<file path="config.mk">
export PLATFORM = sky130hd
export DESIGN_NAME = fwd_hazard_unit
export DESIGN_NICKNAME = d
export VERILOG_FILES = /design/src/rtl/fwd_pkg.sv /design/src/rtl/fwd_match.sv /design/src/rtl/fwd_hazard_unit.sv
export SDC_FILE = /design/constraint.sdc
export NUM_CORES = 1
export LEC_CHECK = 0
export BUFFER_PORTS_ARGS = -buffer_cell sky130_fd_sc_hd__clkbuf_2
export CAP_MARGIN = 20
export CORE_ASPECT_RATIO = 1.1
export CORE_MARGIN = 3
export CORE_UTILIZATION = 53
export DETAILED_ROUTE_END_ITERATION = 12
export PLACE_DENSITY = 0.84
export SYNTH_ARGS = -nofsm -noshare
export SYNTH_HDL_FRONTEND = slang
export SYNTH_HIERARCHICAL = 1
export SYNTH_SLANG_ARGS = --single-unit
</file>
<file path="constraint.sdc">
create_clock -name clk_i -period 3 [get_ports clk_i]
set_clock_uncertainty 0.2 [all_clocks]
set_input_delay 0.3 -clock clk_i [delete_from_list [all_inputs] [get_ports clk_i]]
set_output_delay 0.3 -clock clk_i [all_outputs]
set_load 0.03 [all_outputs]
</file>
<file path="src/rtl/fwd_pkg.sv">
// Shared definitions for the forwarding/hazard unit: select encodings,
// register address width and the stall FSM state encoding.
package fwd_pkg;

    localparam int REG_AW = 5;

    localparam logic [1:0] FWD_NONE  = 2'b00;
    localparam logic [1:0] FWD_EXMEM = 2'b10;
    localparam logic [1:0] FWD_MEMWB = 2'b01;

    typedef enum logic {
        ST_RUN   = 1'b0,
        ST_STALL = 1'b1
    } fwd_state_e;

endpackage

</file>
<file path="src/rtl/fwd_match.sv">
// Per-source comparator: detects producers in ID/EX and EX/MEM that write
// this source register and picks the forward select it will need in EX.
module fwd_match
    import fwd_pkg::*;
#(
    parameter int FWD_EN = 1
) (
    input  logic [REG_AW-1:0] rs_i,
    input  logic              use_i,
    input  logic [REG_AW-1:0] ex_rd_i,
    input  logic              ex_regwrite_i,
    input  logic [REG_AW-1:0] mem_rd_i,
    input  logic              mem_regwrite_i,
    output logic              match_ex_o,
    output logic              match_mem_o,
    output logic [1:0]        next_sel_o
);

    // x0 is hard-wired to zero, so a producer targeting it never matches.
    assign match_ex_o  = use_i & ex_regwrite_i  & (ex_rd_i  != '0) & (ex_rd_i  == rs_i);
    assign match_mem_o = use_i & mem_regwrite_i & (mem_rd_i != '0) & (mem_rd_i == rs_i);

    // The younger producer (ID/EX now, EX/MEM when we reach EX) wins.
    always_comb begin
        next_sel_o = FWD_NONE;
        if (FWD_EN != 0) begin
            if (match_ex_o) begin
                next_sel_o = FWD_EXMEM;
            end else if (match_mem_o) begin
                next_sel_o = FWD_MEMWB;
            end
        end
    end

endmodule

</file>
<file path="src/rtl/fwd_hazard_unit.sv">
// Forwarding select generation and load-use / interlock stall control with
// stall-cycle and stall-event performance counters.
module fwd_hazard_unit
    import fwd_pkg::*;
#(
    parameter int NUM_SRC = 2,
    parameter int FWD_EN  = 1,
    parameter int CNT_W   = 32
) (
    input  logic                      clk_i,
    input  logic                      rst_i,
    input  logic                      hold_i,
    input  logic [REG_AW*NUM_SRC-1:0] id_rs_i,
    input  logic [NUM_SRC-1:0]        id_rs_use_i,
    input  logic [REG_AW-1:0]         ex_rd_i,
    input  logic                      ex_regwrite_i,
    input  logic                      ex_memread_i,
    input  logic [REG_AW-1:0]         mem_rd_i,
    input  logic                      mem_regwrite_i,
    output logic [2*NUM_SRC-1:0]      ex_fwd_o,
    output logic                      stall_o,
    output logic                      bubble_o,
    output logic [CNT_W-1:0]          stall_cyc_o,
    output logic [CNT_W-1:0]          stall_evt_o
);

    logic [NUM_SRC-1:0]   match_ex;
    logic [NUM_SRC-1:0]   match_mem;
    logic [2*NUM_SRC-1:0] next_sel;
    logic                 hazard;

    fwd_state_e           state_q, state_d;
    logic [2*NUM_SRC-1:0] fwd_q, fwd_d;
    logic [CNT_W-1:0]     stall_cyc_q, stall_cyc_d;
    logic [CNT_W-1:0]     stall_evt_q, stall_evt_d;

    for (genvar k = 0; k < NUM_SRC; k++) begin : g_src
        fwd_match #(
            .FWD_EN (FWD_EN)
        ) u_match (
            .rs_i           (id_rs_i[REG_AW*k +: REG_AW]),
            .use_i          (id_rs_use_i[k]),
            .ex_rd_i        (ex_rd_i),
            .ex_regwrite_i  (ex_regwrite_i),
            .mem_rd_i       (mem_rd_i),
            .mem_regwrite_i (mem_regwrite_i),
            .match_ex_o     (match_ex[k]),
            .match_mem_o    (match_mem[k]),
            .next_sel_o     (next_sel[2*k +: 2])
        );
    end

    // Without forwarding every in-flight producer must drain before ID proceeds.
    always_comb begin
        hazard = 1'b0;
        if (FWD_EN != 0) begin
            hazard = (|match_ex) & ex_memread_i;
        end else begin
            hazard = |(match_ex | match_mem);
        end
    end

    assign stall_o  = hazard & ~rst_i;
    assign bubble_o = hazard & ~hold_i & ~rst_i;

    always_comb begin
        state_d     = state_q;
        fwd_d       = fwd_q;
        stall_cyc_d = stall_cyc_q;
        stall_evt_d = stall_evt_q;
        if (!hold_i) begin
            state_d = hazard ? ST_STALL : ST_RUN;
            fwd_d   = hazard ? '0 : next_sel;
            if (hazard && (stall_cyc_q != '1)) begin
                stall_cyc_d = stall_cyc_q + CNT_W'(1);
            end
            // Only the entry into a stall counts as an event.
            if (hazard && (state_q == ST_RUN) && (stall_evt_q != '1)) begin
                stall_evt_d = stall_evt_q + CNT_W'(1);
            end
        end
    end

    always_ff @(posedge clk_i or posedge rst_i) begin
        if (rst_i) begin
            state_q     <= ST_RUN;
            fwd_q       <= '0;
            stall_cyc_q <= '0;
            stall_evt_q <= '0;
        end else begin
            state_q     <= state_d;
            fwd_q       <= fwd_d;
            stall_cyc_q <= stall_cyc_d;
            stall_evt_q <= stall_evt_d;
        end
    end

    assign ex_fwd_o    = fwd_q;
    assign stall_cyc_o = stall_cyc_q;
    assign stall_evt_o = stall_evt_q;

endmodule

</file>
======== After elaboration in Yosys (flattened, before gate mapping) ========
Cells that the tools add are included.
Widths: inputs -> output; s select.
storage, ports and cells
  bits in writable memories ............... 0
  memories ................................ 0
  word-level logic and storage cells ...... 45
  input port bits ......................... 28
  register bits ........................... 69
  bits in read-only memories .............. 0
  output and inout port bits .............. 70
  bits in latches ......................... 0
cells by class
  $lt $le $gt $ge ......................... 0
  eq/ne operators ......................... 6
  add/sub/neg operators ................... 2
  reduce and logical (&&, ||, !) cells .... 8
  bitwise gates (word level) .............. 19
  muxes and demuxes ....................... 6
  multipliers ............................. 0
  divide/modulo/power cells ............... 0
  shifts and indexed selects .............. 0
operators with widths
  operator               number
  $add 32x1->32 const B  2
  $ne 32x32->1 const B   2
  $eq 5x5->1             4
  $and 1x1->1            16
  $reduce_bool 5->1      2
  $mux 2                 2
  $mux 4                 1
  $reduce_and 2->1       2
  $logic_and 1x1->1      3
  $mux 1                 3
  $not 1->1              3
  $reduce_or 2->1        1

======== Longest topological paths before layout ========
Gate-level depths: netlist of run 1.
  word-level depth ........................ 8
  gate-level depth with buffers ........... 9

======== Modules after synthesis ========
Netlist of run 1, hierarchy kept.
by module, submodules not included
  module           sequential area each (um^2)  cells an instance  instances  area each (um^2)
  fwd_hazard_unit  1726.7                       315                1          3271.9
  fwd_match        0.0                          21                 2          176.4

======== Worst setup path before layout of run 1 ========
Ideal clock, no wire load.
  path type ............................... input -> register
  from .................................... in ex_rd_i[4]
  to ...................................... reg stall_cyc_q[22] (netlist: stall_cyc_o[22])
  slack ................................... 0.376 ns
  arrival ................................. 2.290 ns
  stages on the path ...................... 8
  library setup time ...................... 0.134 ns
  cell sequence ........................... clkinv_1 -> o211ai_1 -> a2111oi_2 -> o21ai_1 -> nor4_1 -> nand3_1 -> or3_1 -> xnor2_1
between the ends
  word-level cells in the longest chain between the ends .. 7
  elaborated cells on any way between the ends .. 11
  classes of those cells .................. eq/ne (2); bitwise (5); reduce/logical (4)
RTL lines
  element                              line                   source
  start: declaration                   fwd_hazard_unit.sv:15  input logic [REG_AW-1:0] ex_rd_i,
  $reduce_bool 5->1                    fwd_match.sv:20        assign match_ex_o = use_i & ex_regwrite_i & (ex_rd_i != '0) & (ex_rd_i == rs_i);
  $and 1x1->1                          fwd_match.sv:20
  $and 1x1->1 *                        fwd_match.sv:20
  via match_ex[1]                      fwd_hazard_unit.sv:27  logic [NUM_SRC-1:0] match_ex;
  $reduce_or 2->1 *                    fwd_hazard_unit.sv:57  hazard = (|match_ex) & ex_memread_i;
  $and 1x1->1 *                        fwd_hazard_unit.sv:57
  $logic_and 1x1->1 *                  fwd_hazard_unit.sv:74  if (hazard && (stall_cyc_q != '1)) begin
  $reduce_and 2->1 (no source line) *  -
  end signal: assignment               fwd_hazard_unit.sv:93  stall_cyc_q <= stall_cyc_d;
  end: declaration                     fwd_hazard_unit.sv:34  logic [CNT_W-1:0] stall_cyc_q, stall_cyc_d;
The timed path passes the listed nets; every way through them passes the cells marked *.
A chain may end at the register's enable or synchronous reset.

======== Worst setup path after layout of run 1 ========
  from .................................... reg stall_evt_q[17] (netlist: stall_evt_o[17])
  to ...................................... reg stall_evt_q[1] (netlist: stall_evt_o[1])
between the ends
  word-level cells in the longest chain between the ends .. 3
RTL lines
  element                            line                   source
  start: declaration                 fwd_hazard_unit.sv:35  logic [CNT_W-1:0] stall_evt_q, stall_evt_d;
  start signal: assignment           fwd_hazard_unit.sv:94  stall_evt_q <= stall_evt_d;
  $ne 32x32->1                       fwd_hazard_unit.sv:78  if (hazard && (state_q == ST_RUN) && (stall_evt_q != '1)) begin
  $logic_and 1x1->1                  fwd_hazard_unit.sv:78
  $reduce_and 2->1 (no source line)  -
Every way passes these cells.

==> flow_summary.ini, run 1 <==
[outcome]
status = completed

[yosys]
ys_types = 42
syn-num-nets = 387
ys_seq_area_frac = 0.476
async_flop_share = 1.00
synth_edf_count = 0
synth_seq_cells = 69
syn_area_per_cell_um2 = 10.2
synthFlopType = dfrtp_1
syn_inst = 357
synth_area_um2 = 3620
yosys_warnings = 6

[global_route]
antenna_found_initial = 0
grt_pass1_vias = 2990
grt_pass1_wl_mm = 14.4
grt_max_degree = 38
gr-total-overflow = 0
grt.total_usage = 0.228

[cells_and_area]
drive_above_1_share = 0.290
syn_to_final_growth_pct = 22.4
stdcell_count = 552
fin_nets = 497
antenna_cells = 0

[route]
ant_nets = 0
drt-total-wl_mm = 8.61
vias = 3145
drc = 0
drt_pass1_iterations = 4
drtIter0Drc = 175
wl_per_cell_um = 15.6
routed_via_density = 5.70

[min_path]
holdCritPathClass = in2reg
hold_depth = 3
hold_start = hold_i
hold-path-endpoint = state_q

[clock_network]
post_cts_resized = 0
cts_max_level = 3
clockBufferDepth = 2
postCtsSetupBuffers = 0
numClockSinks = 69
clk_pin_slew_ns = 0.08
cts_root_buf = clkbuf_8
cts_tree = done
numCtsBuffers = 9
clk_latency_ns = 0.34

[power_and_ir_drop]
peakVddDrop_v = 0.000296
p_leak_uw = 0.00219
power_uw = 1840
p_per_area_nw_per_um2 = 414

[floorplan]
core_um2 = 6380
io_pins = 98
row_count = 30
start_util = 0.568
die-area_um2 = 7870
die_y_um = 92.7
fp.dieW_um = 84.9

[timing]
finalSetupTns_ns = 0
rsz0062_at_grt = no
min_period_ns = 2.55
fin_crit_sh = 0.850
worst_slack_ns = 0.450
tightest_slew_ns = 0.799
slew_violations = 0
max_freq_mhz = 392
setup_viol = 0
hold_viol = 0
slew_headroom = 0.467

[placement]
dp_cells = 535
gp_congestion = 0.839
dpl.hpwl_mm = 6.48
pre_cts_slack_ns = 0.224
port_buffers = 97

[critical_path]
crit_path_start_kind = flip-flop
end_kind = flip-flop
critical_path_class = reg2reg
critical_path_arrival_ns = 2.58
cp.required_ns = 3.03
worstRegToRegCells = 5
r2r_end = stall_evt_o[1]
cp_max_fo = 12
rr_startpoint = stall_evt_o[17]
rrSetupSlack_ns = 0.45

[run]
maxCapViolCount = 0
[worst max-delay path, stage by stage (launching register included)]
cell	delay (ns)
dfrtp_1	0.44
nand4_1	0.19
or4_1	0.63
o21ai_1	0.38
buf_4	0.26
mux2_2	0.34
[layout by cell type, fill, tap and decap left out, drive strengths merged, types with 5 or more instances in the layout]
master    n
clkbuf  107
dfrtp    69
xnor2    45
xor2     32
nand2    32
nand3    25
nor2     25
nand4    24
nor3     20
inv      15
nor4      8
buf       7
o21ai     7
clkinv    7
or3       6
and3      5
[cell usage after synthesis, types with 2 or more instances]
master      n  share of area
xnor2_1    45           0.11
nor2_1     25          0.026
mux2_2      2         0.0062
clkinv_1    4         0.0041
dfrtp_1    69           0.48
o2111ai_1   2         0.0048
o41ai_1     2         0.0048
or2_2       2         0.0035
nor4_1      8          0.014
or3_1       6          0.010
o211ai_1    2         0.0041
buf_4       2         0.0041
a211oi_2    2         0.0069
ha_1        2         0.0069
and4_1      2         0.0048
xor2_1     32          0.077
o41ai_2     2         0.0090
nand3_1    25          0.035
inv_1      15          0.016
and3_1      5         0.0086
o21ai_1     2         0.0028
nand2_1    32          0.033
o21ai_0     5         0.0069
nor3_1     20          0.028
or4_4       2         0.0062
nor2b_2     2         0.0048
a2111oi_2   2         0.0083
nand4_1    23          0.040
buf_2       2         0.0028
[logic make-up (layout without fill, tap and decap cells)]
kind of cell	Yosys count	count (layout)	synth area share
adders and majority gates	2	2	0.00690
muxes	3	3	0.00897
DFF	69	69	0.476
AOI/OAI and AO/OA	22	22	0.0573
buffers and inverters	25	140	0.0307
and+or+nand+nor	159	159	0.234
xor gates and xnor gates	77	77	0.186
[power by group]
| part | internal (uW) | total [uW] | leakage (uW) | switching (uW) |
|---|---|---|---|---|
| combinational | 51.6 | 137 | 0.00117 | 85.4 |
| clock | 382 | 744 | 0.0000923 | 361 |
| sequential | 939 | 956 | 0.000931 | 16.6 |
[state kept, by name (all words and copies together), names as in the netlist]
register and cells:
state_q 1, ex_fwd_o 4, stall_cyc_o 32, stall_evt_o 32
[per-layer routing]
layer | share of wire | vias up | track usage | wire [um]
met1 | 0.42 | 1522 | 0.295 | 3580
met2 | 0.50 | 123 | 0.370 | 4300
met5 | 0 | - | 0 | 0
met4 | 0.019 | 0 | 0.103 | 164
met3 | 0.064 | 16 | 0.0409 | 554
li1 | - | 1484 | - | -
[repair_timing]
item	CTS	global route
endpoints found under the setup margin	0	0
endpoints found under the hold margin	36	0
hold buffers	1	0
[final cells by class]
class                      count  area, um2
sequential                    69       1730
multi-input combinational    263       1790
tap                           80        100
timing repair buffer         105        561
inverter                      19       71.3
clock buffer                  10        128
fill                         497       1940
clock inverter                 6       63.8
[metrics by stage]
stage                     area [um2]  hold WS [ns]  utilization
after floorplan                 3620         0.317            -
after global placement          4240         0.268        0.664
after detailed placement        4240         0.274        0.664
after CTS                       4440         0.120        0.695
after global routing            4440         0.146        0.695
final                           4440         0.121        0.695
[worst max-delay path by stage]
stage	from	endpoint	slack, ns	depth (start not counted)
finish	stall_evt_o[17]	stall_evt_o[1]	0.45	5
global route	stall_evt_o[10]	stall_evt_o[1]	0.29	5
CTS	stall_evt_o[17]	stall_evt_o[1]	0.45	5
detailed placement	ex_rd_i[3]	stall_evt_o[26]	0.22	9
global placement	ex_rd_i[3]	stall_evt_o[26]	0.26	10
floorplan	ex_rd_i[4]	stall_cyc_o[22]	0.38	8
(Power assumes the default switching activity.)
==> inputs of run 2 (changes only) <==
--- a/config.mk
+++ b/config.mk
@@ -5,7 +5,7 @@
 export SDC_FILE = /design/constraint.sdc
 export NUM_CORES = 1
 export LEC_CHECK = 0
-export BUFFER_PORTS_ARGS = -buffer_cell sky130_fd_sc_hd__clkbuf_2
+export BUFFER_PORTS_ARGS = -buffer_cell sky130_fd_sc_hd__buf_2
 export CAP_MARGIN = 20
 export CORE_ASPECT_RATIO = 1.1
 export CORE_MARGIN = 3
==> flow_summary.ini, run 2 (same netlist as run 1, synthesis figures left out) <==
[timing]
min_period_ns = 2.62
finalSetupTns_ns = 0
worst_slack_ns = 0.377
holdWs_ns = 0.122
slew_headroom = 0.473
fin_crit_sh = 0.874
tightest_slew_ns = 0.789
max_freq_mhz = 381
rsz0062_at_grt = no
hold_viol = 0
slew_violations = 0
setup_viol = 0

[route]
vias = 3108
routed_via_density = 5.62
drt-total-wl_mm = 8.82
ant_nets = 0
wl_per_cell_um = 15.9
drtIter0Drc = 143
drt_pass1_iterations = 4
drc = 0

[global_route]
gr-total-overflow = 0
grt_pass1_wl_mm = 14.6
grt.total_usage = 0.229
antenna_found_initial = 0
grt_pass1_vias = 3066
grt_max_degree = 38

[floorplan]
io_pins = 98
core_um2 = 6380
fp.dieW_um = 84.9
start_util = 0.568
die_y_um = 92.7
row_count = 30
die-area_um2 = 7870

[cells_and_area]
antenna_cells = 0
syn_to_final_growth_pct = 23.9
fin_area_um2 = 4490
mostFrequentLayoutCells = buf_2 (97), dfrtp_1 (69), xnor2_1 (45)
utilization = 0.704
fin_nets = 498
final_common_cell = buf_2
drive_above_1_share = 0.292
fillers = 463

[critical_path]
r2r_end = stall_evt_o[1]
cp_slowest_cell = or4_1
cp_max_fo = 12
cp.required_ns = 3.02
worstRegToRegCells = 5
end_kind = flip-flop
critical_path_arrival_ns = 2.64
rrSetupSlack_ns = 0.38
path_buf_inv = 1
slowest_delay_ns = 0.65
rr_startpoint = stall_evt_o[17]
crit_path_start_kind = flip-flop
critical_path_class = reg2reg
crit_family = simple AND/OR/NAND/NOR gates
crit_chain = nand4_1 -> or4_1 -> o21ai_1 -> buf_4 -> mux2_2

[clock_network]
clk_pin_slew_ns = 0.08
clk_latency_ns = 0.33
clockBufferDepth = 2
cts_max_level = 3
cts_tree = done
numClockSinks = 69
numCtsBuffers = 9
cts_root_buf = clkbuf_8
post_cts_resized = 0

[power_and_ir_drop]
peakVddDrop_v = 0.000248
p_leak_uw = 0.00227
p_per_area_nw_per_um2 = 447

[placement]
dpl.hpwl_mm = 6.42
pre_cts_slack_ns = 0.192
port_buffers = 97
postPlaceCellArea_um2 = 4240
gp_congestion = 0.882

[min_path]
hold_depth = 3
holdCritPathClass = in2reg
hold-path-endpoint = state_q
hold_start = hold_i

[outcome]
status = completed

[run]
maxCapViolCount = 0
[run 2: cell types whose count changed in the layout (fill, tap and decap cells not counted)]
| cell | delta |
|---|---|
| clkinv_2 | -1 |
| buf_2 | +97 |
| bufinv_16 | +2 |
| clkinvlp_4 | -1 |
| buf_4 | +1 |
| clkbuf_2 | -97 |
[run 2: how the worst max path moves through the flow]
stage | from | slack (ns) | endpoint | cells past startpoint
3_5_place_dp | ex_rd_i[3] | 0.19 | stall_evt_o[26] | 10
2_1_floorplan | ex_rd_i[4] | 0.38 | stall_cyc_o[22] | 8
6_report | stall_evt_o[17] | 0.38 | stall_evt_o[1] | 5
3_3_place_gp | ex_rd_i[3] | 0.25 | stall_evt_o[26] | 10
5_1_grt | stall_evt_o[17] | 0.28 | stall_evt_o[1] | 5
4_1_cts | stall_evt_o[17] | 0.38 | stall_evt_o[1] | 5
[run 2: worst min-delay path, stage by stage]
cell and delay (ns):
buf_2 0.17, nand2_1 0.08, nand2_1 0.05
[run 2: final cells by class]
cell class | instances | area, um2 | share of cell area
multi-input cells | 263 | 1790 | 0.398
flip-flops and latches | 69 | 1730 | 0.384
repair buffers | 106 | 568 | 0.126
clock buffers | 10 | 128 | 0.0284
clock inverters | 6 | 111 | 0.0248
well taps | 80 | 100 | 0.0223
inverters | 19 | 71.3 | 0.0159
[run 2: what timing repair did]
action,4_1_cts,5_1_grt
hold buffers,1,0
buffers inserted,0,0
hold endpoints to repair,36,0
[run 2: routing by layer]
| metal | wire, um | part of all wire | up-vias | GRT usage |
|---|---|---|---|---|
| met4 | 120 | 0.014 | 0 | 0.0712 |
| li1 | - | - | 1473 | - |
| met1 | 3570 | 0.40 | 1531 | 0.279 |
| met3 | 518 | 0.059 | 12 | 0.0516 |
| met5 | 0 | 0 | - | 0 |
| met2 | 4610 | 0.52 | 92 | 0.401 |
[run 2: report_power, final]
part	total, uW	internal [uW]	switching, uW
Sequential	953	939	14.0
Clock	913	553	360
Combinational	140	52.5	87.3
Total	2010	1540	462
[run 2: per-stage QoR]
| stage | cells | power [uW] |
|---|---|---|
| 6_report | 553 | 2010 |
| 5_1_grt | 553 | 2080 |
| 4_1_cts | 553 | 2020 |
| 3_5_place_dp | 536 | 1110 |
| 3_3_place_gp | 536 | 1110 |
| 2_1_floorplan | 357 | 1050 |
